--- config.mk ---
export PLATFORM = sky130hd
export DESIGN_NAME = mult_div_ctrl
export DESIGN_NICKNAME = d
export VERILOG_FILES = /design/src/rtl/mult_div_pkg.sv /design/src/rtl/mult_div_ctrl.sv
export SDC_FILE = /design/constraint.sdc
export NUM_CORES = 1
export LEC_CHECK = 0
export ABC_AREA = 1
export BUFFER_PORTS_ARGS = -buffer_cell sky130_fd_sc_hd__clkbuf_2
export CORE_MARGIN = 2
export CORE_UTILIZATION = 49
export CTS_CLUSTER_SIZE = 16
export DETAILED_ROUTE_END_ITERATION = 12
export PLACE_DENSITY = 0.69
export RECOVER_POWER = 50
export SETUP_SLACK_MARGIN = 0.5
export SLEW_MARGIN = 20
export SYNTH_ARGS = -nofsm -noshare
export SYNTH_HDL_FRONTEND = slang
export SYNTH_SLANG_ARGS = --single-unit
--- constraint.sdc ---
create_clock -name clk -period 7.24 [get_ports clk]
set_input_delay 0.362 -clock clk [delete_from_list [all_inputs] [get_ports clk]]
set_output_delay 0.362 -clock clk [all_outputs]
set_load 0.01 [all_outputs]
--- src/rtl/mult_div_pkg.sv ---
// Shared definitions for the multicycle multiply/divide sequencer:
// state encoding, iteration count and operation select.
package mult_div_pkg;

    localparam int unsigned ITER = 32;

    typedef enum logic [2:0] {
        StIdle = 3'd0,
        StMult = 3'd1,
        StDiv  = 3'd2,
        StFix  = 3'd3,
        StDone = 3'd4
    } stateT;

    typedef enum logic {
        OpMult = 1'b0,
        OpDiv  = 1'b1
    } opT;

    // 33-bit magnitude so that |0x80000000| stays exact.
    function automatic logic [32:0] magnitude(input logic [31:0] x);
        logic [32:0] ext;
        ext = {x[31], x};
        return x[31] ? (~ext + 33'd1) : ext;
    endfunction

endpackage

--- src/rtl/mult_div_ctrl.sv ---
// Iterative signed 32x32 multiply and 32/32 divide owning HI/LO; one bit per
// cycle, sign fix-up in a dedicated cycle, registered handshake outputs.
module mult_div_ctrl #(
    parameter int unsigned ITER = mult_div_pkg::ITER
) (
    input  logic        clk,
    input  logic        reset,
    input  logic        start_mult,
    input  logic        start_div,
    input  logic [31:0] a,
    input  logic [31:0] b,
    output logic        busy,
    output logic        done,
    output logic        div_zero,
    output logic [31:0] hi,
    output logic [31:0] lo
);
    import mult_div_pkg::*;

    stateT       stateQ, stateD;
    opT          opQ, opD;
    logic        signQ, signD;
    logic        remSignQ, remSignD;
    logic [4:0]  cntQ, cntD;
    logic [63:0] opAQ, opAD;
    logic [32:0] opBQ, opBD;
    logic [63:0] accQ, accD;
    logic [31:0] hiQ, hiD, loQ, loD;
    logic        busyQ, busyD, doneQ, doneD, divZeroQ, divZeroD;

    logic [32:0] magA, magB;
    logic [31:0] trial;
    logic        fits;
    logic [63:0] product;

    always_ff @(posedge clk or posedge reset) begin
        if (reset) begin
            stateQ   <= StIdle;
            opQ      <= OpMult;
            signQ    <= 1'b0;
            remSignQ <= 1'b0;
            cntQ     <= '0;
            opAQ     <= '0;
            opBQ     <= '0;
            accQ     <= '0;
            hiQ      <= '0;
            loQ      <= '0;
            busyQ    <= 1'b0;
            doneQ    <= 1'b0;
            divZeroQ <= 1'b0;
        end else begin
            stateQ   <= stateD;
            opQ      <= opD;
            signQ    <= signD;
            remSignQ <= remSignD;
            cntQ     <= cntD;
            opAQ     <= opAD;
            opBQ     <= opBD;
            accQ     <= accD;
            hiQ      <= hiD;
            loQ      <= loD;
            busyQ    <= busyD;
            doneQ    <= doneD;
            divZeroQ <= divZeroD;
        end
    end

    always_comb begin
        stateD   = stateQ;
        opD      = opQ;
        signD    = signQ;
        remSignD = remSignQ;
        cntD     = cntQ;
        opAD     = opAQ;
        opBD     = opBQ;
        accD     = accQ;
        hiD      = hiQ;
        loD      = loQ;
        divZeroD = 1'b0;

        magA    = magnitude(a);
        magB    = magnitude(b);
        // Divide: accQ holds {remainder, dividend/quotient}; shift one bit into the remainder.
        fits    = accQ[63:31] >= opBQ;
        trial   = 32'(accQ[63:31] - opBQ);
        product = signQ ? (~accQ + 64'd1) : accQ;

        case (stateQ)
            StIdle: begin
                if (start_mult) begin
                    opD   = OpMult;
                    signD = a[31] ^ b[31];
                    opAD  = {31'd0, magA};
                    opBD  = magB;
                    accD  = '0;
                    cntD  = 5'(ITER - 1);
                    stateD = StMult;
                end else if (start_div) begin
                    if (b == 32'd0) begin
                        divZeroD = 1'b1;
                    end else begin
                        opD      = OpDiv;
                        signD    = a[31] ^ b[31];
                        remSignD = a[31];
                        opBD     = magB;
                        accD     = {32'd0, magA[31:0]};
                        cntD     = 5'(ITER - 1);
                        stateD   = StDiv;
                    end
                end
            end
            StMult: begin
                if (opBQ[0]) accD = accQ + opAQ;
                opAD = opAQ << 1;
                opBD = opBQ >> 1;
                cntD = cntQ - 5'd1;
                if (cntQ == 5'd0) stateD = StFix;
            end
            StDiv: begin
                accD = fits ? {trial, accQ[30:0], 1'b1} : {accQ[62:0], 1'b0};
                cntD = cntQ - 5'd1;
                if (cntQ == 5'd0) stateD = StFix;
            end
            StFix: begin
                if (opQ == OpMult) begin
                    hiD = product[63:32];
                    loD = product[31:0];
                end else begin
                    loD = signQ    ? (32'd0 - accQ[31:0])  : accQ[31:0];
                    hiD = remSignQ ? (32'd0 - accQ[63:32]) : accQ[63:32];
                end
                stateD = StDone;
            end
            StDone:  stateD = StIdle;
            default: stateD = StIdle;
        endcase

        busyD = (stateD == StMult) || (stateD == StDiv) || (stateD == StFix);
        doneD = (stateD == StDone);
    end

    assign busy     = busyQ;
    assign done     = doneQ;
    assign div_zero = divZeroQ;
    assign hi       = hiQ;
    assign lo       = loQ;

endmodule

==> results of run 1 <==
-- sequential cells by signal, indices dropped and copies added, names as in the netlist --
register / count
div_zero: 1
done: 1
signQ: 1
hi: 32
opQ: 1
opAQ: 64
busy: 1
stateQ: 3
remSignQ: 1
opBQ: 33
lo: 32
accQ: 64
cntQ: 5
-- timing repair --
item | in CTS | in global routing
resized for setup | 0 | 0
hold endpoints to repair | 50 | 0
hold buffers | 1 | 0
-- layer usage --
layer,global-route usage,vias to the layer above,share of wire
li1,-,12801,-
met1,0.522,11721,0.45
met2,0.532,1106,0.41
met3,0.0739,168,0.11
met4,0.110,4,0.034
met5,0,-,0.00029
-- report_power, final --
group          switching (W)  internal (W)  total [W]
Sequential          0.000625       0.00184    0.00246
Clock               0.000611      0.000776    0.00139
Combinational        0.00467       0.00198    0.00665
Total                0.00590       0.00460     0.0105
-- cell usage after synthesis, types with 47 or more instances --
| library cell | number | area, sq um |
|---|---|---|
| a21oi_1 | 107 | 536 |
| clkbuf_1 | 55 | 206 |
| dfrtp_1 | 239 | 5980 |
| ha_1 | 101 | 1260 |
| inv_1 | 707 | 2650 |
| nand2_1 | 1518 | 5700 |
| nand3_1 | 329 | 1650 |
| nor2_1 | 374 | 1400 |
| nor3_1 | 47 | 235 |
| o21ai_0 | 147 | 736 |
| o22ai_1 | 48 | 300 |
| xor2_1 | 80 | 701 |
-- worst max path at each step --
stage / slack, ns / cells after the start / endpoint
2_1_floorplan: 3.74 / 1 / accQ[0]$_DFFE_PP0P_
3_3_place_gp: 3.48 / 11 / accQ[26]$_DFFE_PP0P_
3_5_place_dp: 3.41 / 11 / accQ[26]$_DFFE_PP0P_
4_1_cts: 3.39 / 11 / accQ[26]$_DFFE_PP0P_
5_1_grt: 3.13 / 11 / accQ[26]$_DFFE_PP0P_
6_report: 3.31 / 11 / accQ[26]$_DFFE_PP0P_
-- kinds of logic after synthesis --
kind of cell / share of synthesized area
compound gates: 0.103
xor+xnor: 0.0385
fa+ha+maj: 0.0556
buf+inv: 0.135
flops: 0.255
simple gates: 0.413
-- per-stage QoR --
stage	utilization	setup slack, ns	cells	hold slack (ns)
CTS	0.538	3.39	4772	0.0798
detailed placement	0.519	3.41	4720	0.463
finish	0.536	3.31	4774	0.0962
floorplan	-	3.74	4048	0.436
global route	0.536	3.13	4772	0.118
global placement	0.519	3.48	4720	0.458
-- final cells by class --
cell class	instances	area share
multi-input cells	2990	0.563
flip-flops and latches	239	0.235
inverters	722	0.107
well taps	615	0.0303
clock buffers	37	0.0297
repair buffers	155	0.0295
clock inverters	14	0.00487
diodes	2	0.000197
-- critical path, cell delays in order (launching register included) --
cell	delay, ns
dfrtp_1	0.46
nor3_4	0.19
buf_4	0.56
inv_2	0.39
nand2_4	0.23
o22ai_1	0.12
nor2_4	0.13
buf_4	0.63
inv_2	0.66
nand2_1	0.26
inv_2	0.04
nor2_1	0.10
==> impl_metrics.env, run 1 <==
export IMPL_tritoncts="done"
export IMPL_cts_max_path_buffers=3
export IMPL_synth_seq_cells=239
export IMPL_ant_nets=0
export IMPL_relSlewSlack=-0.775
export IMPL_start_util=0.494
export IMPL_clkTransAtPathRegs_ns=0.06
export IMPL_worstPathArrival_ns=4.43
export IMPL_die_x_um=223
export IMPL_fin_area_sq_um=25400
export IMPL_gp_congestion=1.03
export IMPL_port_buffers=134
export IMPL_antenna_found_initial=3
export IMPL_vias_per_cell=5.40
export IMPL_core_area_sq_um=47400
export IMPL_rsz0062_at_grt="false"
export IMPL_min_path_type="in2reg"
export IMPL_layout_commonest_cell="nand2_1"
export IMPL_status="complete, but fails checks"
export IMPL_total_power_w=0.0105
export IMPL_cp_start_kind="register"
export IMPL_syn_inst=4048
export IMPL_avgSynthCellArea_sq_um=5.79
export IMPL_wirelength_um=89900
export IMPL_rows=80
export IMPL_cap_violations=2
export IMPL_fin_nets=4308
export IMPL_setup_viol=0
export IMPL_ys_seq_area_frac=0.255
export IMPL_synth_cell_types=48
export IMPL_r2r_cells=11
export IMPL_place_hpwl_um=71400
export IMPL_r2r_end="accQ[26]$_DFFE_PP0P_"
export IMPL_hold_violations=0
export IMPL_grt_pass1_wl_um=138000
export IMPL_drive_gt1_frac=0.0426
export IMPL_overflow=0
export IMPL_drt_drc_violations_left=0
export IMPL_mostFrequentLayoutCells="nand2_1 (1518), inv_1 (706), nor2_1 (374)"
export IMPL_critPathMaxFanout=78
export IMPL_post_drt_wl_per_cell_um=18.8
export IMPL_violations="max-capacitance violations, max-slew violations"
export IMPL_ys_flop_type="dfrtp_1"
export IMPL_cts_sinks=239
export IMPL_areaGrowthSynthToFinish_pct=8.43
export IMPL_period_needed_ns=3.93
export IMPL_max_freq_mhz=255
export IMPL_min_to="opAQ[18]$_DFFE_PP0P_"
export IMPL_register_area_sq_um=5980
export IMPL_placed_area_sq_um=24600
export IMPL_grt_pass1_vias=23425
export IMPL_vias=25800
export IMPL_critPathCaptureType="register"
export IMPL_reg2reg_from="stateQ[2]$_DFF_PP0_"
export IMPL_cts_root_buf="clkbuf_16"
export IMPL_h_tree_depth=1
export IMPL_ff2ff_setup_slack_ns=3.31
export IMPL_path_class="reg2reg"
export IMPL_slew_viol_final=87
export IMPL_clk_latency_ns=0.59
export IMPL_whs_path_depth=3
export IMPL_power_density_nw_per_um2=413
export IMPL_track_usage=0.359
export IMPL_worstMarginPinSlew_ns=2.66
export IMPL_cts_buffers=29
export IMPL_syn_nets=4219
export IMPL_cellLeakagePower_nw=14.4
export IMPL_ir_drop_uv=384
export IMPL_cp_startpoint="stateQ[2]$_DFF_PP0_"
export IMPL_multi_input_area_sq_um=14300
export IMPL_die_area_sq_um=49600
export IMPL_syn_area_sq_um=23400
export IMPL_setup_tns_ns=0
export IMPL_cts_setup_buffers=0
export IMPL_synth_edff_count=0
export IMPL_io_pins=135
export IMPL_finalCritPeriodShare=0.542
export IMPL_skew_ns=0.0296
export IMPL_grt_max_degree=136
export IMPL_hold_start="a[18]"
export IMPL_yosys_warnings=0
export IMPL_drt_iter0_markers=2945
export IMPL_required_ns=7.74
export IMPL_die_h_um=223
export IMPL_dr_pass1_iters=6
export IMPL_final_fill_count=5172
export IMPL_async_flop_share=1.00
Note: power is estimated with default switching activity, not from simulation.
==> run 2: changes to the inputs <==
--- a/config.mk
+++ b/config.mk
@@ -5,13 +5,13 @@
 export SDC_FILE = /design/constraint.sdc
 export NUM_CORES = 1
 export LEC_CHECK = 0
-export ABC_AREA = 1
+export ABC_AREA = 0
 export BUFFER_PORTS_ARGS = -buffer_cell sky130_fd_sc_hd__clkbuf_2
 export CORE_MARGIN = 2
 export CORE_UTILIZATION = 49
 export CTS_CLUSTER_SIZE = 16
 export DETAILED_ROUTE_END_ITERATION = 12
-export PLACE_DENSITY = 0.69
+export PLACE_DENSITY = 0.67
 export RECOVER_POWER = 50
 export SETUP_SLACK_MARGIN = 0.5
 export SLEW_MARGIN = 20
==> constraint.sdc (replaced) <==
create_clock -name clk -period 3.75 [get_ports clk]
set_input_delay 0.1875 -clock clk [delete_from_list [all_inputs] [get_ports clk]]
set_output_delay 0.1875 -clock clk [all_outputs]
set_load 0.01 [all_outputs]
==> impl_metrics.env, run 2 <==
export IMPL_tritoncts="done"
export IMPL_syn_inst=2284
export IMPL_crit_chain="ha_1 > fa_2 > a21oi_2 > o211ai_1 > a41o_1 > a31oi_4 > buf_4 > o21ai_0 > a41o_1 > buf_4 > xnor2_1 > a221oi_1 > o21ai_0"
export IMPL_antennaDiodeCount=0
export IMPL_synth_cell_types=73
export IMPL_dr_pass1_iters=6
export IMPL_register_area_sq_um=6010
export IMPL_ff2ff_setup_slack_ns=0.57
export IMPL_cts_sinks=239
export IMPL_start_util=0.499
export IMPL_grt_max_degree=148
export IMPL_status="complete, but fails checks"
export IMPL_syn_nets=2455
export IMPL_synth_seq_cells=239
export IMPL_yosys_top_cells_area="dfrtp_1 (33%), o21ai_0 (6.9%), ha_1 (6.9%), nand2_1 (6.4%), xnor2_1 (5.1%)"
export IMPL_grt_pass1_wl_um=93000
export IMPL_setup_viol=0
export IMPL_synth_top_cells_by_count="nand2_1 (311), o21ai_0 (253), dfrtp_1 (239)"
export IMPL_layout_commonest_cell="nand2_1"
export IMPL_avgSynthCellArea_sq_um=8.04
export IMPL_wirelength_um=59200
export IMPL_hold_violations=0
export IMPL_areaGrowthSynthToFinish_pct=22.6
export IMPL_die_h_um=198
export IMPL_clk_latency_ns=0.57
export IMPL_cap_violations=2
export IMPL_yosys_warnings=0
export IMPL_drt_iter0_markers=1622
export IMPL_place_hpwl_um=43300
export IMPL_clkTransAtPathRegs_ns=0.06
export IMPL_antenna_found_initial=0
export IMPL_r2r_end="accQ[20]$_DFFE_PP0P_"
export IMPL_finalCritPeriodShare=0.849
export IMPL_track_usage=0.297
export IMPL_worstMarginPinSlew_ns=2.43
export IMPL_min_path_type="in2reg"
export IMPL_ant_nets=0
export IMPL_ys_flop_type="dfrtp_1"
export IMPL_ir_drop_uv=671
export IMPL_drive_gt1_frac=0.184
export IMPL_path_class="reg2reg"
export IMPL_multi_input_area_sq_um=12400
export IMPL_critPathCaptureType="register"
export IMPL_rsz0062_at_grt="true"
export IMPL_drt_drc_violations_left=0
export IMPL_crit_slowest_cell="dfrtp_1"
export IMPL_period_needed_ns=3.18
export IMPL_reg2reg_from="opAQ[0]$_DFFE_PP0P_"
export IMPL_crit_buf_inv=2
export IMPL_critical_path_top_delay_family="compound AO/OA/AOI/OAI gates"
export IMPL_critPathMaxFanout=3
export IMPL_die_x_um=198
export IMPL_mostFrequentLayoutCells="nand2_1 (308), o21ai_0 (242), dfrtp_1 (219)"
export IMPL_die_area_sq_um=39000
export IMPL_port_buffers=134
export IMPL_skew_ns=0.0138
export IMPL_synth_edff_count=0
export IMPL_final_util=0.612
export IMPL_cp_depth=13
export IMPL_synth_top_area_cell="dfrtp_1"
export IMPL_cellLeakagePower_nw=10.1
export IMPL_max_freq_mhz=314
export IMPL_slowest_delay_ns=0.39
export IMPL_cts_buffers=28
export IMPL_grt_pass1_vias=16909
export IMPL_overflow=0
export IMPL_io_pins=135
export IMPL_ys_seq_area_frac=0.326
export IMPL_slew_viol_final=196
export IMPL_cp_startpoint="opAQ[0]$_DFFE_PP0P_"
export IMPL_worst_hold_slack_ns=0.0186
export IMPL_fin_nets=2685
export IMPL_syn_area_sq_um=18400
export IMPL_hold_start="b[13]"
export IMPL_synth_top_area_frac=0.326
export IMPL_core_area_sq_um=36800
export IMPL_setup_worst_path_end="accQ[20]$_DFFE_PP0P_"
export IMPL_final_fill_count=3350
export IMPL_reg_top3="accQ (64), opAQ (64), opBQ (33)"
export IMPL_async_flop_share=1.00
export IMPL_h_tree_depth=1
export IMPL_rows=70
export IMPL_cp_start_kind="register"
export IMPL_r2r_cells=13
export IMPL_violations="max-capacitance violations, max-slew violations"
export IMPL_vias=18264
export IMPL_required_ns=4.18
export IMPL_power_density_nw_per_um2=991
export IMPL_setup_tns_ns=0
export IMPL_relSlewSlack=-0.622
export IMPL_cts_max_path_buffers=3
export IMPL_vias_per_cell=6.09
export IMPL_cts_root_buf="clkbuf_16"
export IMPL_gp_congestion=0.964
export IMPL_total_power_w=0.0223
export IMPL_yosysMostFrequentCell="nand2_1"
export IMPL_worstPathArrival_ns=3.62
export IMPL_post_drt_wl_per_cell_um=19.7
run 2: cell type report:
| class | count | share of cell area |
|---|---|---|
| timing repair buffer | 333 | 0.103 |
| clock inverter | 6 | 0.00289 |
| multi-input combinational | 1829 | 0.550 |
| sequential | 239 | 0.267 |
| inverter | 83 | 0.0140 |
| tap | 468 | 0.0260 |
| clock buffer | 43 | 0.0377 |
run 2: metrics by stage:
stage / instances / instance area (sq um) / setup WS, ns
2_1_floorplan: 2284 / 18400 / 0.429
6_report: 3001 / 22500 / 0.565
3_5_place_dp: 2864 / 20000 / 0.151
4_1_cts: 2954 / 21700 / 0.434
5_1_grt: 3001 / 22500 / 0.475
3_3_place_gp: 2864 / 20000 / 0.150
run 2: where the power goes:
part           switching [W]  total (W)  internal [W]
clock network        0.00112    0.00273       0.00161
logic                0.00870     0.0149       0.00618
registers            0.00104    0.00469       0.00364
run 2: metal layers:
metal / up-vias / GRT usage / share of wire
li1: 8722 / - / -
met1: 8784 / 0.448 / 0.47
met2: 696 / 0.457 / 0.44
met3: 62 / 0.0400 / 0.076
met4: 0 / 0.0563 / 0.016
met5: - / 0 / 0
run 2: worst min-delay path by stage:
| stage | to | slack [ns] | depth (start not counted) |
|---|---|---|---|
| 5_1_grt | opBQ[9]$_DFFE_PP0P_ | 0.04 | 3 |
| 3_3_place_gp | hi[26]$_DFFE_PP0N_ | 0.44 | 3 |
| 6_report | opBQ[13]$_DFFE_PP0P_ | 0.02 | 3 |
| 2_1_floorplan | div_zero$_DFF_PP0_ | 0.26 | 1 |
| 3_5_place_dp | hi[28]$_DFFE_PP0N_ | 0.45 | 3 |
| 4_1_cts | opAQ[21]$_DFFE_PP0P_ | 0.003 | 3 |
run 2: logic make-up (layout without fill, tap and decap cells):
group	count (synthesis)	after routing	share of synthesized area
AO/OA/AOI/OAI	777	777	0.265
AND/OR/NAND/NOR	719	719	0.180
flip-flops	239	239	0.326
buffers and inverters	216	465	0.0465
XOR/XNOR	208	208	0.0992
adder cells (fa/ha/maj)	103	103	0.0710
multiplexers	22	22	0.0122
run 2: worst register-to-register path, stage by stage (launching register included):
cell      delay [ns]
dfrtp_1         0.39
ha_1            0.23
fa_2            0.38
a21oi_2         0.16
o211ai_1        0.17
a41o_1          0.26
a31oi_4         0.23
buf_4           0.15
o21ai_0         0.15
a41o_1          0.29
buf_4           0.14
xnor2_1         0.13
a221oi_1        0.26
o21ai_0         0.11
run 2: timing repair:
action | in CTS | in global routing
hold endpoints to repair | 262 | 0
resized for setup | 71 | 111
pin swaps | 10 | 44
buffers inserted | 16 | 46
hold buffers | 25 | 0
endpoints found under the setup margin | 32 | 64
